**config.mk**
```make
export PLATFORM = sky130hd
export DESIGN_NAME = uart_rcvr
export DESIGN_NICKNAME = d
export VERILOG_FILES = /design/src/rtl/uart_rcvr.sv
export SDC_FILE = /design/constraint.sdc
export NUM_CORES = 1
export LEC_CHECK = 0
export ABC_AREA = 1
export CORE_MARGIN = 4
export CORE_UTILIZATION = 60
export CTS_CLUSTER_SIZE = 40
export DETAILED_ROUTE_END_ITERATION = 16
export GPL_ROUTABILITY_DRIVEN = 0
export PLACE_DENSITY = 0.83
export SLEW_MARGIN = 20
export SYNTH_ARGS = -nofsm -noshare
export SYNTH_HDL_FRONTEND = slang
export SYNTH_SLANG_ARGS = --single-unit
export TNS_END_PERCENT = 20
```
**constraint.sdc**
```tcl
create_clock -name serial_clock -period 3.1 [get_ports serial_clock]
set_clock_uncertainty 0.1 [all_clocks]
set_input_delay 0.465 -clock serial_clock [delete_from_list [all_inputs] [get_ports serial_clock]]
set_output_delay 0.465 -clock serial_clock [all_outputs]
set_load 0.03 [all_outputs]
```
**src/rtl/uart_rcvr.sv**
```systemverilog
// ---------------------------------------------------------------------------
// uart_rcvr -- 8N1 UART receiver
//
// Oversamples an asynchronous serial line with a bit-period counter and
// recovers one character per frame (start bit, 8 data bits LSB first, stop
// bit). The line is passed through a two-flop synchronizer before any
// decision is made on it. Each data bit, and the stop bit, is sampled at its
// midpoint. The receiver returns to IDLE at the stop-bit midpoint, so frames
// may follow each other with no idle time between them.
//
// Parameters
//   CLKS_PER_BIT : serial_clock cycles per bit; even, >= 4
//
// Ports
//   serial_clock : single clock, rising-edge active
//   reset        : synchronous, active-high
//   serial_in    : asynchronous UART line, idles high
//   char_out     : last correctly received character (held between strobes)
//   char_valid   : one-cycle strobe, char_out has just been updated
// ---------------------------------------------------------------------------
module uart_rcvr #(
    parameter int unsigned CLKS_PER_BIT = 16
) (
    input  logic       serial_clock,
    input  logic       reset,
    input  logic       serial_in,
    output logic [7:0] char_out,
    output logic       char_valid
);

    localparam int unsigned CW = $clog2(CLKS_PER_BIT);

    // Counter compare points: mid start bit, then full bit periods that land
    // on the midpoint of each following bit.
    localparam logic [CW-1:0] HALF_LAST = CW'(CLKS_PER_BIT / 2 - 1);
    localparam logic [CW-1:0] BIT_LAST  = CW'(CLKS_PER_BIT - 1);

    typedef enum logic [2:0] {
        IDLE,
        START,
        DATA,
        STOP,
        WAIT_HIGH
    } state_e;

    // Synchronizer
    logic          sync_meta_q, sync_meta_d;
    logic          rx_q, rx_d;

    // Receiver state
    state_e        state_q, state_d;
    logic [CW-1:0] cnt_q, cnt_d;
    logic [2:0]    idx_q, idx_d;
    logic [7:0]    shift_q, shift_d;
    logic [7:0]    char_q, char_d;
    logic          valid_q, valid_d;

    // -----------------------------------------------------------------------
    // Synchronizer next-state
    // -----------------------------------------------------------------------
    always_comb begin
        sync_meta_d = serial_in;
        rx_d        = sync_meta_q;
    end

    // -----------------------------------------------------------------------
    // Receiver next-state and outputs
    // -----------------------------------------------------------------------
    always_comb begin
        state_d = state_q;
        cnt_d   = cnt_q;
        idx_d   = idx_q;
        shift_d = shift_q;
        char_d  = char_q;
        valid_d = 1'b0;

        unique case (state_q)
            IDLE: begin
                cnt_d = '0;
                if (!rx_q) begin
                    state_d = START;
                end
            end

            START: begin
                if (cnt_q == HALF_LAST) begin
                    cnt_d = '0;
                    if (!rx_q) begin
                        state_d = DATA;
                        idx_d   = '0;
                    end else begin
                        // Line went high again before mid start bit: glitch.
                        state_d = IDLE;
                    end
                end else begin
                    cnt_d = cnt_q + 1'b1;
                end
            end

            DATA: begin
                if (cnt_q == BIT_LAST) begin
                    cnt_d          = '0;
                    shift_d[idx_q] = rx_q;
                    if (idx_q == 3'd7) begin
                        state_d = STOP;
                    end else begin
                        idx_d = idx_q + 3'd1;
                    end
                end else begin
                    cnt_d = cnt_q + 1'b1;
                end
            end

            STOP: begin
                if (cnt_q == BIT_LAST) begin
                    cnt_d = '0;
                    if (rx_q) begin
                        char_d  = shift_q;
                        valid_d = 1'b1;
                        state_d = IDLE;
                    end else begin
                        // Framing error or break: discard and wait for the
                        // line to return high before hunting for a new start.
                        state_d = WAIT_HIGH;
                    end
                end else begin
                    cnt_d = cnt_q + 1'b1;
                end
            end

            WAIT_HIGH: begin
                cnt_d = '0;
                if (rx_q) begin
                    state_d = IDLE;
                end
            end

            default: begin
                state_d = IDLE;
                cnt_d   = '0;
            end
        endcase
    end

    // -----------------------------------------------------------------------
    // Registers
    // -----------------------------------------------------------------------
    always_ff @(posedge serial_clock) begin
        if (reset) begin
            sync_meta_q <= 1'b1;
            rx_q        <= 1'b1;
            state_q     <= IDLE;
            cnt_q       <= '0;
            idx_q       <= '0;
            shift_q     <= '0;
            char_q      <= '0;
            valid_q     <= 1'b0;
        end else begin
            sync_meta_q <= sync_meta_d;
            rx_q        <= rx_d;
            state_q     <= state_d;
            cnt_q       <= cnt_d;
            idx_q       <= idx_d;
            shift_q     <= shift_d;
            char_q      <= char_d;
            valid_q     <= valid_d;
        end
    end

    assign char_out   = char_q;
    assign char_valid = valid_q;

endmodule

```
## Word-level counts from Yosys, hierarchy flattened

Cells that the tools add are included.

| operators by class | value |
|---|---|
| muxes and demuxes | 21 |
| reductions and logical operators | 9 |
| order comparisons | 2 |
| add/sub/neg operators | 2 |
| bitwise operators | 2 |
| equality and inequality tests | 15 |

Operator list:

| operator | count |
|---|---|
| $mux 3 | 11 |
| $ne 2x2->1 const B | 8 |
| $pmux 3 s5 | 1 |
| $bwmux 8 | 1 |
| $mux 4 | 2 |
| $pmux 4 s2 | 1 |
| $eq 3x2->1 const B | 2 |
| $eq 3x3->1 const B | 2 |
| $pmux 3 s2 | 1 |
| $reduce_and 6->1 | 1 |
| $reduce_and 5->1 | 1 |
| $add 4x1->4 const B | 1 |
| $eq 4x3->1 const B | 1 |
| $eq 4x4->1 const B | 1 |
| $lt 3x4->1 const B | 1 |
| $add 3x1->3 const B | 1 |
| $demux 1 s3 | 1 |
| $eq 3x1->1 const B | 1 |
| $ge 3x1->1 const B | 1 |
| $logic_not 3->1 | 1 |
| $reduce_and 3->1 | 1 |
| $reduce_or 3->1 | 1 |
| $mux 1 | 2 |
| $mux 2 | 1 |
| other kinds (5) | 6 |

| storage, ports and cells | value |
|---|---|
| input port bits | 3 |
| register bits after elaboration | 29 |
| word-level logic and storage cells | 59 |
| output and inout bits | 9 |

## Longest topological paths before layout

| depth | value |
|---|---|
| word-level depth | 5 |
| depth in mapped cells | 10 |
| depth with buffers taken out | 10 |

## Worst setup path after synthesis

OpenSTA, ideal clock, no wires.

| timing | value |
|---|---|
| kind | flip-flop to flip-flop |
| start | register cnt_q[0] |
| end | register state_q[0] |
| cell stages (with the launch flop) | 9 |
| library setup time | 0.113 ns |
| slack | 1.722 ns |
| buffers on the path | 0 |
| data arrival time | 1.165 ns |
| clock period less this slack | 1.378 ns |
| path through | dfxtp_1 -> ha_1 -> nand3_2 -> nand2_1 -> inv_1 -> nor2_2 -> nand2_1 -> nor2_1 -> nor2_1 |

| between the ends | value |
|---|---|
| cells in the longest elaborated chain, start to end | 3 |
| elaborated cells between the ends (all ways) | 6 |
| those cells by class | eq/ne: 5; reduce/logical: 1 |

Ends and longest elaborated chain:

| what | RTL line | text |
|---|---|---|
| start, declared | 52 | `logic [CW-1:0] cnt_q, cnt_d;` |
| start signal, assigned | 162 | `cnt_q <= cnt_d;` |
| $eq 4x4->1 / $eq 4x3->1 (equally long branches) | 101, 115, 86 |  |
| $ne 2x2->1 (no source line) | - |  |
| $reduce_and 6->1 (no source line) (*) | - |  |
| end signal, assigned | 161 | `state_q <= state_d;` |
| end, declared | 51 | `state_e state_q, state_d;` |

Mark *: on every way between the ends. The rest lies on a longest branch, timed or not.
A chain may end at the register's enable or synchronous reset.

## Worst setup path after layout

| timing | value |
|---|---|
| start | register char_q[3] (netlist: char_out[3]) |
| end | output port char_out[3] |

RTL lines:

| what | RTL line | text |
|---|---|---|
| start, declared | 55 | `logic [7:0] char_q, char_d;` |
| start signal, assigned | 165 | `char_q <= char_d;` |
| end, declared | 27 | `output logic [7:0] char_out,` |

No word-level cell between the ends.

==> metrics.md <==
| Metric | Value |
|---|---|
| Syn Area/Cell | `7.04 um2` |
| Hpwl dp | `1.94 mm` |
| Setup violators final | `0` |
| Nets | `212` |
| Post-place setup slack | `1.20 ns` |
| PwrDens | `710 nW/um2` |
| Final critical-path setup slack | `1.17 ns` |
| Final cycle utilization of the critical path | `0.624` |
| Die width | `55.3 um` |
| Sequential-to-total area share from yosys stat | `0.432` |
| Max FO, Critical Path | `2` |
| # diodes | `0` |
| CP top delay family | `buffers and inverters` |
| RR Endpoint | `char_out[7]$_SDFFE_PP0P_` |
| Starting Density | `0.658` |
| Die height | `55.3 um` |
| Residual DRC count | `0` |
| Synth unique cells | `22` |
| Fmax | `517 MHz` |
| Hold path endpoint | `rx_q$_SDFF_PP1_` |
| CP cell instances | `clkdlybuf4s50_1` |
| Post-route ant nets | `0` |
| Post-CTS Setup Bufs | `0` |
| Hold/Removal Path Class | `reg2reg` |
| Required time worst endpoint | `2.53 ns` |
| Critical path class | `reg2out` |
| Busiest grt layer | `met2` |
| Clk pin slew, worst setup/hold paths | `0.09 ns` |
| Global-route wire length before repair | `4.64 mm` |
| MaxCap Viol Count | `0` |
| Reg2reg path depth | `6` |
| Vias per inst | `5.19` |
| Via Count | `1214` |
| PostCTS Resize Cnt | `0` |
| Row cnt | `16` |
| Crit start category | `register` |
| Hold wc startpoint | `rx_d$_SDFF_PP1_` |
| CTS tree | `built` |
| Cell Area, Synth | `1340 um2` |
| Worst path arrival time | `1.37 ns` |
| Layout area overhead | `15.1%` |
| Share of cells above drive strength 1 | `0.121` |
| FF-to-FF setup slack | `1.47 ns` |
| Number of CTS-inserted buffers | `5` |
| Clock sinks | `29` |
| Routed WL | `2.67 mm` |
| Number of global-route vias before repair | `1084` |
| Yosys reg bits | `29` |
| Leak | `0.638 nW` |
| GR Util met3 | `0.0513` |
| I/O pin total | `12` |
| # port buffers | `11` |
| Synth Net Count | `197` |
| Critical path buffers and inverters | `1` |
| Hold Fails Final Rpt | `0` |
| Unrepaired setup endpoints after global routing | `no` |
| Tmin final | `1.93 ns` |
| H-tree depth | `2` |
| Initial antenna violation count | `0` |
| Worst-case vdd ir drop | `0.000530 V` |
| Detailed Route Iter0 Violations | `35` |
| Root buffer cell | `clkbuf_4` |
| Yosys warns | `0` |
| Max incr delay on CP | `0.69 ns` |
| Met1 usage | `0.232` |
| # hold bufs at CTS | `0` |
| 1st-pass router iterations | `4` |
| Largest net degree at the start of global routing | `23` |
| GRT Util Overall | `0.187` |
| Final core occ | `0.757` |
| Die area | `3060 um2` |
| Worst r2r src | `cnt_q[0]$_SDFF_PP0_` |
| Tightest Pin Transition | `0.553 ns` |
| Slew Limit Headroom | `0.631` |
| Syn Inst Count | `191` |
| Clock Path Buffers | `2` |
| Status | `finished clean` |
| Clk_lat worst skew | `0.32 ns` |
| Max Transition Viols Final | `0` |
| Core area | `2040 um2` |
| Worst setup EP type | `output pin` |
| TNS Setup | `0 ns` |
| Grt met2 use | `0.291` |
| Routed len/inst | `11.4 um` |
| WHS Path Cells | `1` |
| Critical path's slowest cell | `clkdlybuf4s50_1` |
| GRT overflow | `0` |
[flip-flops by register name (all words and copies together), names as in the netlist]
| register | flops |
|---|---|
| rx_q | 1 |
| cnt_q | 4 |
| char_valid | 1 |
| state_q | 3 |
| shift_q | 8 |
| idx_q | 3 |
| rx_d | 1 |
| char_out | 8 |
[report_power, final]
group | internal (mW) | leakage (nW) | total (mW) | switching (mW)
Combinational | 0.126 | 0.362 | 0.379 | 0.253
Sequential | 0.407 | 0.235 | 0.462 | 0.0542
Clock | 0.131 | 0.0413 | 0.258 | 0.126
Total | 0.665 | 0.638 | 1.10 | 0.433
[synthesized netlist by cell type (all sizes together)]
library cell / instances / area [um2]
clkbuf: 3 / 11.3
nor3: 10 / 61.3
ha: 3 / 37.5
xor2: 1 / 8.76
dfxtp: 29 / 581
nor4: 1 / 6.26
a21oi: 1 / 5.00
nand2: 32 / 128
inv: 15 / 56.3
or2: 2 / 12.5
o21bai: 2 / 15.0
and2: 1 / 6.26
o21ai: 15 / 75.1
nor2: 62 / 260
nand3: 14 / 80.1
[worst reg2reg max path, stage by stage (launching register included)]
cell and delay (ns):
dfxtp_1 0.37, ha_1 0.24, nand3_2 0.20, inv_2 0.15, nand3_2 0.16, o21ai_0 0.23
nor2_1 0.07
[cell usage in the layout, fill, tap and decap left out]
cell	count
o21bai_1	2
clkbuf_4	5
clkdlybuf4s50_1	11
nor3_1	9
clkinv_2	1
inv_2	4
nand3_2	2
nand2_2	3
clkbuf_8	2
xor2_1	1
or2_2	2
nor2_1	57
nor2_2	2
nor4_1	1
and2_1	1
a21oi_1	1
dfxtp_1	29
ha_1	3
nor3_4	1
inv_1	11
o21ai_1	2
nand3_1	12
nand2_1	29
o21ai_0	13
nor2_4	3
[routing by layer]
| layer | part of all wire | wire, um | up-vias |
|---|---|---|---|
| met5 | 0 | 0 | - |
| met4 | 0.018 | 47 | 0 |
| met3 | 0.067 | 179 | 8 |
| met2 | 0.47 | 1240 | 36 |
| met1 | 0.45 | 1200 | 529 |
| li1 | - | - | 641 |
[how the worst max path moves through the flow]
| stage | start | end | slack, ns | depth (start not counted) |
|---|---|---|---|---|
| 3_3_place_gp | reset | char_out[0]$_SDFFE_PP0P_ | 1.28 | 4 |
| 6_report | char_out[3]$_SDFFE_PP0P_ | char_out[3] | 1.17 | 1 |
| 3_5_place_dp | reset | char_out[7]$_SDFFE_PP0P_ | 1.20 | 4 |
| 5_1_grt | char_out[3]$_SDFFE_PP0P_ | char_out[3] | 1.13 | 1 |
| 4_1_cts | char_out[3]$_SDFFE_PP0P_ | char_out[3] | 1.15 | 1 |
| 2_1_floorplan | cnt_q[0]$_SDFF_PP0_ | state_q[0]$_SDFFE_PP0P_ | 1.72 | 8 |
[through the flow]
stage          area [um2]  std cells  total power [mW]  hold slack (ns)
6_report             1550        234              1.10            0.315
5_1_grt              1550        234              1.18            0.346
4_1_cts              1550        234              1.10            0.316
3_5_place_dp         1480        226             0.841            0.295
3_3_place_gp         1480        226             0.829            0.309
2_1_floorplan        1340        191             0.770            0.289
[kinds of logic (layout without fill, tap and decap cells)]
logic type	Yosys count	count (layout)	share of synthesized area
and+or+nand+nor	122	122	0.412
DFF	29	29	0.432
AOI/OAI and AO/OA	18	18	0.0708
buffers and inverters	18	34	0.0503
adders and majority gates	3	3	0.0279
xor gates and xnor gates	1	1	0.00652
[layout make-up]
| cell class | instances | area [um2] |
|---|---|---|
| multi-input combinational | 144 | 696 |
| sequential | 29 | 581 |
| fill | 181 | 495 |
| timing repair buffer | 11 | 110 |
| clock buffer | 7 | 65.1 |
| inverter | 15 | 56.3 |
| tap | 27 | 33.8 |
| clock inverter | 1 | 5.00 |
Power figures use the tool's default switching activity.
